### src/rtl/instruction_cache.sv
// Direct-mapped read-only instruction cache between the core fetch port and
// instruction memory; misses fill a whole line with pipelined one-cycle reads.
module instruction_cache #(
  parameter int LINES          = 16,
  parameter int WORDS_PER_LINE = 4
) (
  input  logic        clk,
  input  logic        rst,
  input  logic [31:0] core_address,
  input  logic        core_enable,
  output logic [31:0] core_dataRead,
  output logic        core_busy,
  output logic        core_accessFault,
  input  logic        flush,
  output logic [31:0] mem_address,
  output logic        mem_enable,
  input  logic [31:0] mem_dataRead,
  input  logic        mem_busy,
  input  logic        mem_accessFault
);
  localparam int O  = $clog2(WORDS_PER_LINE);
  localparam int I  = $clog2(LINES);
  localparam int TW = 30 - O - I;
  localparam logic [O:0] WCNT = (O+1)'(WORDS_PER_LINE);
  localparam logic [O:0] LAST = (O+1)'(WORDS_PER_LINE - 1);

  typedef enum logic [1:0] {IDLE, FILL, FAULT} state_t;
  state_t state, stateNext;

  logic [O-1:0]  offset;
  logic [I-1:0]  index, fillIndex;
  logic [TW-1:0] tag, fillTag;
  logic [1:0]    unusedAddrBits;

  logic [LINES-1:0] valid;
  logic [TW-1:0]    tagMem  [LINES];
  logic [31:0]      dataMem [LINES][WORDS_PER_LINE];

  logic [31:0] lineBase;
  logic [O:0]  issueCnt, recvCnt;
  logic        faultFlag, noValidate, recvPending;
  logic        hit, accept, startFill, lastRecv, fillFault, fillOk;

  assign offset         = core_address[O+1:2];
  assign index          = core_address[O+I+1:O+2];
  assign tag            = core_address[31:O+I+2];
  assign unusedAddrBits = core_address[1:0];
  assign fillIndex      = lineBase[O+I+1:O+2];
  assign fillTag        = lineBase[31:O+I+2];

  assign hit       = valid[index] && (tagMem[index] == tag);
  assign accept    = core_enable && !core_busy;
  assign lastRecv  = (state == FILL) && recvPending && (recvCnt == LAST);
  assign fillFault = faultFlag | mem_accessFault;
  // A flush on the very edge of the last word also suppresses validation.
  assign fillOk    = lastRecv && !fillFault && !noValidate && !flush;

  always_ff @(posedge clk or posedge rst) begin
    if (rst) state <= IDLE;
    else     state <= stateNext;
  end

  always_comb begin
    stateNext   = state;
    core_busy   = 1'b0;
    mem_enable  = 1'b0;
    mem_address = 32'h0;
    startFill   = 1'b0;
    case (state)
      IDLE: begin
        core_busy = core_enable && !hit;
        if (core_enable && !hit) begin
          stateNext = FILL;
          startFill = 1'b1;
        end
      end
      FILL: begin
        core_busy   = core_enable;
        mem_enable  = (issueCnt < WCNT);
        mem_address = lineBase + (32'(issueCnt) << 2);
        if (lastRecv) stateNext = fillFault ? FAULT : IDLE;
      end
      FAULT: stateNext = IDLE;
      default: stateNext = IDLE;
    endcase
  end

  always_ff @(posedge clk or posedge rst) begin
    if (rst) begin
      lineBase    <= 32'h0;
      issueCnt    <= '0;
      recvCnt     <= '0;
      faultFlag   <= 1'b0;
      noValidate  <= 1'b0;
      recvPending <= 1'b0;
    end else begin
      recvPending <= mem_enable && !mem_busy;
      if (state == IDLE) begin
        issueCnt   <= '0;
        recvCnt    <= '0;
        faultFlag  <= 1'b0;
        noValidate <= 1'b0;
        if (startFill) lineBase <= {core_address[31:O+2], {(O+2){1'b0}}};
      end else if (state == FILL) begin
        if (mem_enable && !mem_busy) issueCnt <= issueCnt + 1'b1;
        if (recvPending) begin
          recvCnt   <= recvCnt + 1'b1;
          faultFlag <= faultFlag | mem_accessFault;
        end
        if (flush) noValidate <= 1'b1;
      end
    end
  end

  // Line storage needs no reset; only the valid bits gate its use.
  always_ff @(posedge clk) begin
    if (state == FILL && recvPending) dataMem[fillIndex][recvCnt[O-1:0]] <= mem_dataRead;
    if (fillOk) tagMem[fillIndex] <= fillTag;
  end

  // The line being refilled is dropped up front so a faulted fill leaves it invalid.
  always_ff @(posedge clk or posedge rst) begin
    if (rst) valid <= '0;
    else if (flush) valid <= '0;
    else begin
      if (startFill) valid[index]     <= 1'b0;
      if (fillOk)    valid[fillIndex] <= 1'b1;
    end
  end

  always_ff @(posedge clk or posedge rst) begin
    if (rst) begin
      core_dataRead    <= 32'h0;
      core_accessFault <= 1'b0;
    end else if (accept) begin
      core_dataRead    <= (state == FAULT) ? 32'h0 : dataMem[index][offset];
      core_accessFault <= (state == FAULT);
    end else begin
      core_accessFault <= 1'b0;
    end
  end
endmodule

### config.mk
export PLATFORM = sky130hd
export DESIGN_NAME = instruction_cache
export DESIGN_NICKNAME = d
export VERILOG_FILES = /design/src/rtl/instruction_cache.sv
export SDC_FILE = /design/constraint.sdc
export NUM_CORES = 2
export LEC_CHECK = 0
export CORE_UTILIZATION = 56
export CTS_CLUSTER_SIZE = 20
export DETAILED_ROUTE_END_ITERATION = 8
export PLACE_DENSITY = 0.86
export REMOVE_ABC_BUFFERS = 1
export SKIP_LAST_GASP = 1
export SLEW_MARGIN = 20
export SYNTH_ARGS = -nofsm -noshare
export SYNTH_HDL_FRONTEND = slang
export SYNTH_SLANG_ARGS = --single-unit
### constraint.sdc
create_clock -name clk -period 6.8 [get_ports clk]
set_input_delay 2.04 -clock clk [delete_from_list [all_inputs] [get_ports clk]]
set_output_delay 2.04 -clock clk [all_outputs]
set_load 0.1 [all_outputs]
After elaboration in Yosys (flattened, before gate mapping)
Memory sizes are Yosys's and may differ from the RTL's.
Index checks and enable logic that the tools add are counted.
{ "op_classes": {"addsub": 3, "magnitude_cmp": 8, "eq_ne": 6, "mux": 42, "n_bitwise": 6, "reduce_logical": 28} }
{ "op_table": {"columns": ["operator", "count"], "rows": [
  ["$mux 32", 5],
  ["$mux 128", 1],
  ["$bmux 32 s2", 1],
  ["$demux 32 s2", 1],
  ["$mux 16", 4],
  ["$add 32x5->32", 1],
  ["$eq 24x24->1", 1],
  ["$mux 3", 6],
  ["$and 16x16->16", 1],
  ["$mux 1", 16],
  ["$not 16->16", 1],
  ["$or 16x16->16", 1],
  ["$logic_and 1x1->1", 12],
  ["$lt 4x5->1 const B", 2],
  ["$reduce_and 2->1", 5],
  ["$demux 1 s4", 2],
  ["$ge 4x1->1 const B", 2],
  ["$reduce_bool 2->1", 4],
  ["$add 3x1->3 const B", 2],
  ["$ge 3x3->1 const B", 2],
  ["$logic_not 1->1", 6],
  ["$mux 2", 3],
  ["$not 2->3", 2],
  ["$bmux 1 s4", 1],
  ["10 further kinds", 11]
]} }
{ "word_totals": {"register_bits": 88, "ram_bits": 2432, "input_bits": 70, "wordCells": 105, "memories": 2} }
{ "memory_table": {"columns": ["memory", "words", "word_bits", "read_ports", "rd_clocked_by_memory_dff", "write_ports", "line_no", "source"], "rows": [
  ["dataMem", 16, 128, 1, 0, 1, "37", "logic [31:0] dataMem [LINES][WORDS_PER_LINE];"],
  ["tagMem", 16, 24, 1, 0, 1, "36", "logic [TW-1:0] tagMem [LINES];"]
]} }

Depth between registers and ports, before layout
{ "logic_depth": {"word_depth": 12, "ltp_mapped": 15, "ltp_nobuf": 8} }

Worst setup path before layout
No wires, ideal clock.
{ "synth_timing": {"path_kind": "input port to output port", "from": "input core_address[7]", "to": "output core_busy", "arrival_ns": 4.996, "t_required_ns": 4.760, "setup_slack_ns": -0.236, "path_stages": 12, "path_cell_list": "buf_2 > buf_2 > buf_2 > buf_1 > mux4_2 > a221oi_1 > xnor2_1 > a21oi_1 > nand4_1 > o21a_1 > buf_2 > a21o_1"} }
{ "synth_between": {"elab_chain_cells": 6} }
{ "synth_lines": {"columns": ["item", "line_no", "source"], "rows": [
  ["start: declaration", "9", "input logic [31:0] core_address,"],
  ["$mem_v2 16x24 or $bmux 1 s4 (tied branches)", null, null],
  ["$eq 24x24->1 or $mux 1 (tied branches)", "51", "assign hit = valid[index] && (tagMem[index] == tag);"],
  ["$logic_and 1x1->1 (*)", "51", null],
  ["$logic_not 1->1 (*)", "71", "core_busy = core_enable && !hit;"],
  ["$logic_and 1x1->1 (*)", "71", null],
  ["$pmux 1 s2 (*)", "69", "case (state)"],
  ["end: declaration", "12", "output logic core_busy,"]
]} }
Mark *: on every way between the ends. The rest lies on a longest branch, timed or not. The select of a mux whose other input is x is not followed.

Worst setup path after layout
{ "layout_timing": {"from": "input core_address[4]", "to": "output core_busy"} }
Same word-level chain as after synthesis.

==> results.tsv <==
metric	value	unit
Clk Latency, worst-skew pair	890	ps
Mapped Cells	4279	
Fin Hold WS	530	ps
Ys Warns	0	
Slew HR	0.150	
worst hold path type	reg2reg	
Layout Utilization	0.639	
count leader, synth	edfxtp_1	
DIE WIDTH	421	um
peak supply drop	0.350	mV
synthesized cell area	98200	um2
Worst setup EP type	output pin	
Crit path largest cell delay	550	ps
die height	421	um
WL/cell	41.9	um
crit path cell chain	bufbuf_16, buf_4, buf_4, mux4_2, nor2_1, a2111oi_2, nor3_1, o2111a_1, nand4_1, o21a_2, a21o_4, buf_12	
Worst Hold End	core_accessFault	
EDFF count, synth	2432	
crit path kind	in2out	
Area Growth Syn to Fin	13.2	%
vias in the first global route	53000	
Gate power share	0.109	
port bufs	132	
cell-internal power	26.2	mW
clock power share	0.373	
CP dominant cell by count	buf_4	
Critical Path Start Type	primary input	
top cell type by total area after synthesis	edfxtp_1	
vias post-DR	52500	
worst r2r path cells	5	
RR Startpoint	state[0]	
Synth top area share	0.744	
# DRC	0	
endpoints failing setup	1	
GP Congestion	0.928	
HPWL Detailed	154000	um
Worst Path Buf+Inv	4	
Max Freq	142	MHz
sequential element share of the synthesized area	0.766	
WHS Path Cells	1	
max-slew violations	0	
Net count, final	4668	
skew final	53.0	ps
Leak	34.8	nW
internal reg-to-reg setup slack	2260	ps
Psw	9.36	mW
max cap viols	0	
Worst Max-Slew Pin Slew	1280	ps
RR Endpoint	dataMem[5][26]	
switching fraction of total power	0.264	
WP depth	12	
drt first-iter violations	10100	
failing checks	negative setup slack	
endpoints failing hold	0	
met2 Track Usage GR	0.557	
outcome	complete, but fails checks	
WL final	299000	um
slowest stage cell, crit path	mux4_2	
GRT overflow	0	
first-pass GRT wire length	414000	um
Synth cell types	60	
Worst EP required	4760	ps
hold path start	state[0]	
vias per cell	7.36	
final setup margin	-261	ps
Starting Density	0.564	
Reg clk slew, reported paths	70	ps
clock sink count	2520	
CTS max path bufs	3	
H-tree level count	4	
clock root cell	clkbuf_16	
FP Rows	153	
Pwr Total	35.5	mW
part of the power in registers	0.518	
initial antenna violation count	37	
share of cells above drive strength 1	0.314	
worst-path fanout max	12	
routing usage on met3	0.0983	
#FFs+latches synth	2520	
Arr. time, crit path	5020	ps
antenna viol nets, final	0	
Syn Area/Cell	22.9	um2
Most Crowded Layer GR	met2	
RSZ-0062 raised after global routing	yes	
Ports	137	
Final Cycle Share	1.04	
Synth async-reset ratio	0.0349	
drt first pass iters	7	
PD cells	320	nW/um2
main flop type after synthesis	edfxtp_1	
largest net degree at the start of global routing	146	
CTS tree	yes	
top cells by count, synth	2,432 x edfxtp_1, 763 x mux4_2, 161 x nor2_1, 114 x nand2_1, 92 x clkbuf_1	
core box area	174000	um2
DIE AREA	177000	um2
met1 Track Usage GR	0.403	
Final Critical Period	7060	ps
Synth area leaders	edfxtp_1 74%, mux4_2 18%, dfrtp_1 2.2%	
family with the most delay on the worst path	compound AO/OA/AOI/OAI gates	
Global Route Usage Sum	0.342	
Num CTS Buffers	222	
[flip-flops by register name (all words and copies together), names as in the netlist]
name and flops:
dataMem 2048, tagMem 384, core_dataRead 32, lineBase 28
valid 16, issueCnt 3, recvCnt 3, state 2
core_accessFault 1, faultFlag 1, noValidate 1, recvPending 1
[power groups by stage]
stage | Sequential [mW] | Combinational (mW) | Clock [mW]
finish | 18.4 | 3.89 | 13.2
global route | 18.4 | 3.94 | 13.7
CTS | 18.4 | 3.77 | 13.2
detailed placement | 18.7 | 3.61 | 0
global placement | 18.6 | 3.44 | 0
floorplan | 18.4 | 2.07 | 0
[repair_timing]
action,CTS,global route
hold buffers,0,0
gates cloned,2,0
buffers inserted,6,0
pin swaps,2,2
endpoints found under the setup margin,1,1
gates resized for setup,21,2
[per-layer routing]
layer,wire (um),up-vias
met5,153,-
met4,24300,22
met3,40600,1453
met2,146000,5617
met1,88000,26600
li1,-,18800
[worst max-delay path by stage]
stage	endpoint	from
floorplan	core_busy	core_address[6]
global placement	core_busy	core_address[5]
detailed placement	core_busy	core_address[5]
CTS	core_busy	core_address[5]
global route	core_busy	core_address[5]
finish	core_busy	core_address[4]
[cell families (layout without fill, tap and decap cells)]
family,count (synthesis),in the layout,synth area share
fa+ha+maj,8,8,0.00102
buf+inv,273,776,0.0122
other cells,1,20,0.0000382
mux,846,846,0.184
xor+xnor,49,49,0.00437
flops,2520,2520,0.766
simple gates,409,409,0.0184
compound gates,173,173,0.0139
[final cells by class]
type,count,area [um2]
Clock buffer,284,5960
Timing Repair Buffer,326,2950
Inverter,33,126
Clock inverter,133,1460
Tap cell,2325,2910
Antenna cell,18,45.0
Sequential cell,2520,75200
Fill cell,10000,62900
Multi-Input combinational cell,1487,22500
[cell usage in the layout (no fill, tap or decap), types with 14 or more instances in the layout]
master           count
clkdlybuf4s50_1     58
clkbuf_1            47
nor2_4              80
clkinv_2            44
a311o_1             32
o221ai_1            19
xor2_1              26
buf_4              228
mux2i_1             45
clkbuf_16          224
diode_2             18
nand2_1            113
nand3_1             26
a211oi_1            18
a21o_1              14
bufinv_16           29
nor2_1              81
xnor2_1             22
a21boi_0            17
nor3_1              38
edfxtp_1          2432
dfrtp_1             88
mux4_2             763
buf_12              20
nor2b_1             14
o21ai_0             18
inv_1               31
mux2_2              34
clkinv_1            43
[through the flow]
stage               TNS [ps]  cell area [um2]  setup WS [ps]  std cells
finish                  -261           111000           -261       7126
global route            -256           111000           -256       7116
CTS                     -172           111000           -172       7107
detailed placement      -583           103000           -476       6682
global placement        -418           103000           -418       6681
floorplan               -660            97100           -660       4040
No activity file was read; power rests on OpenSTA's default activity.
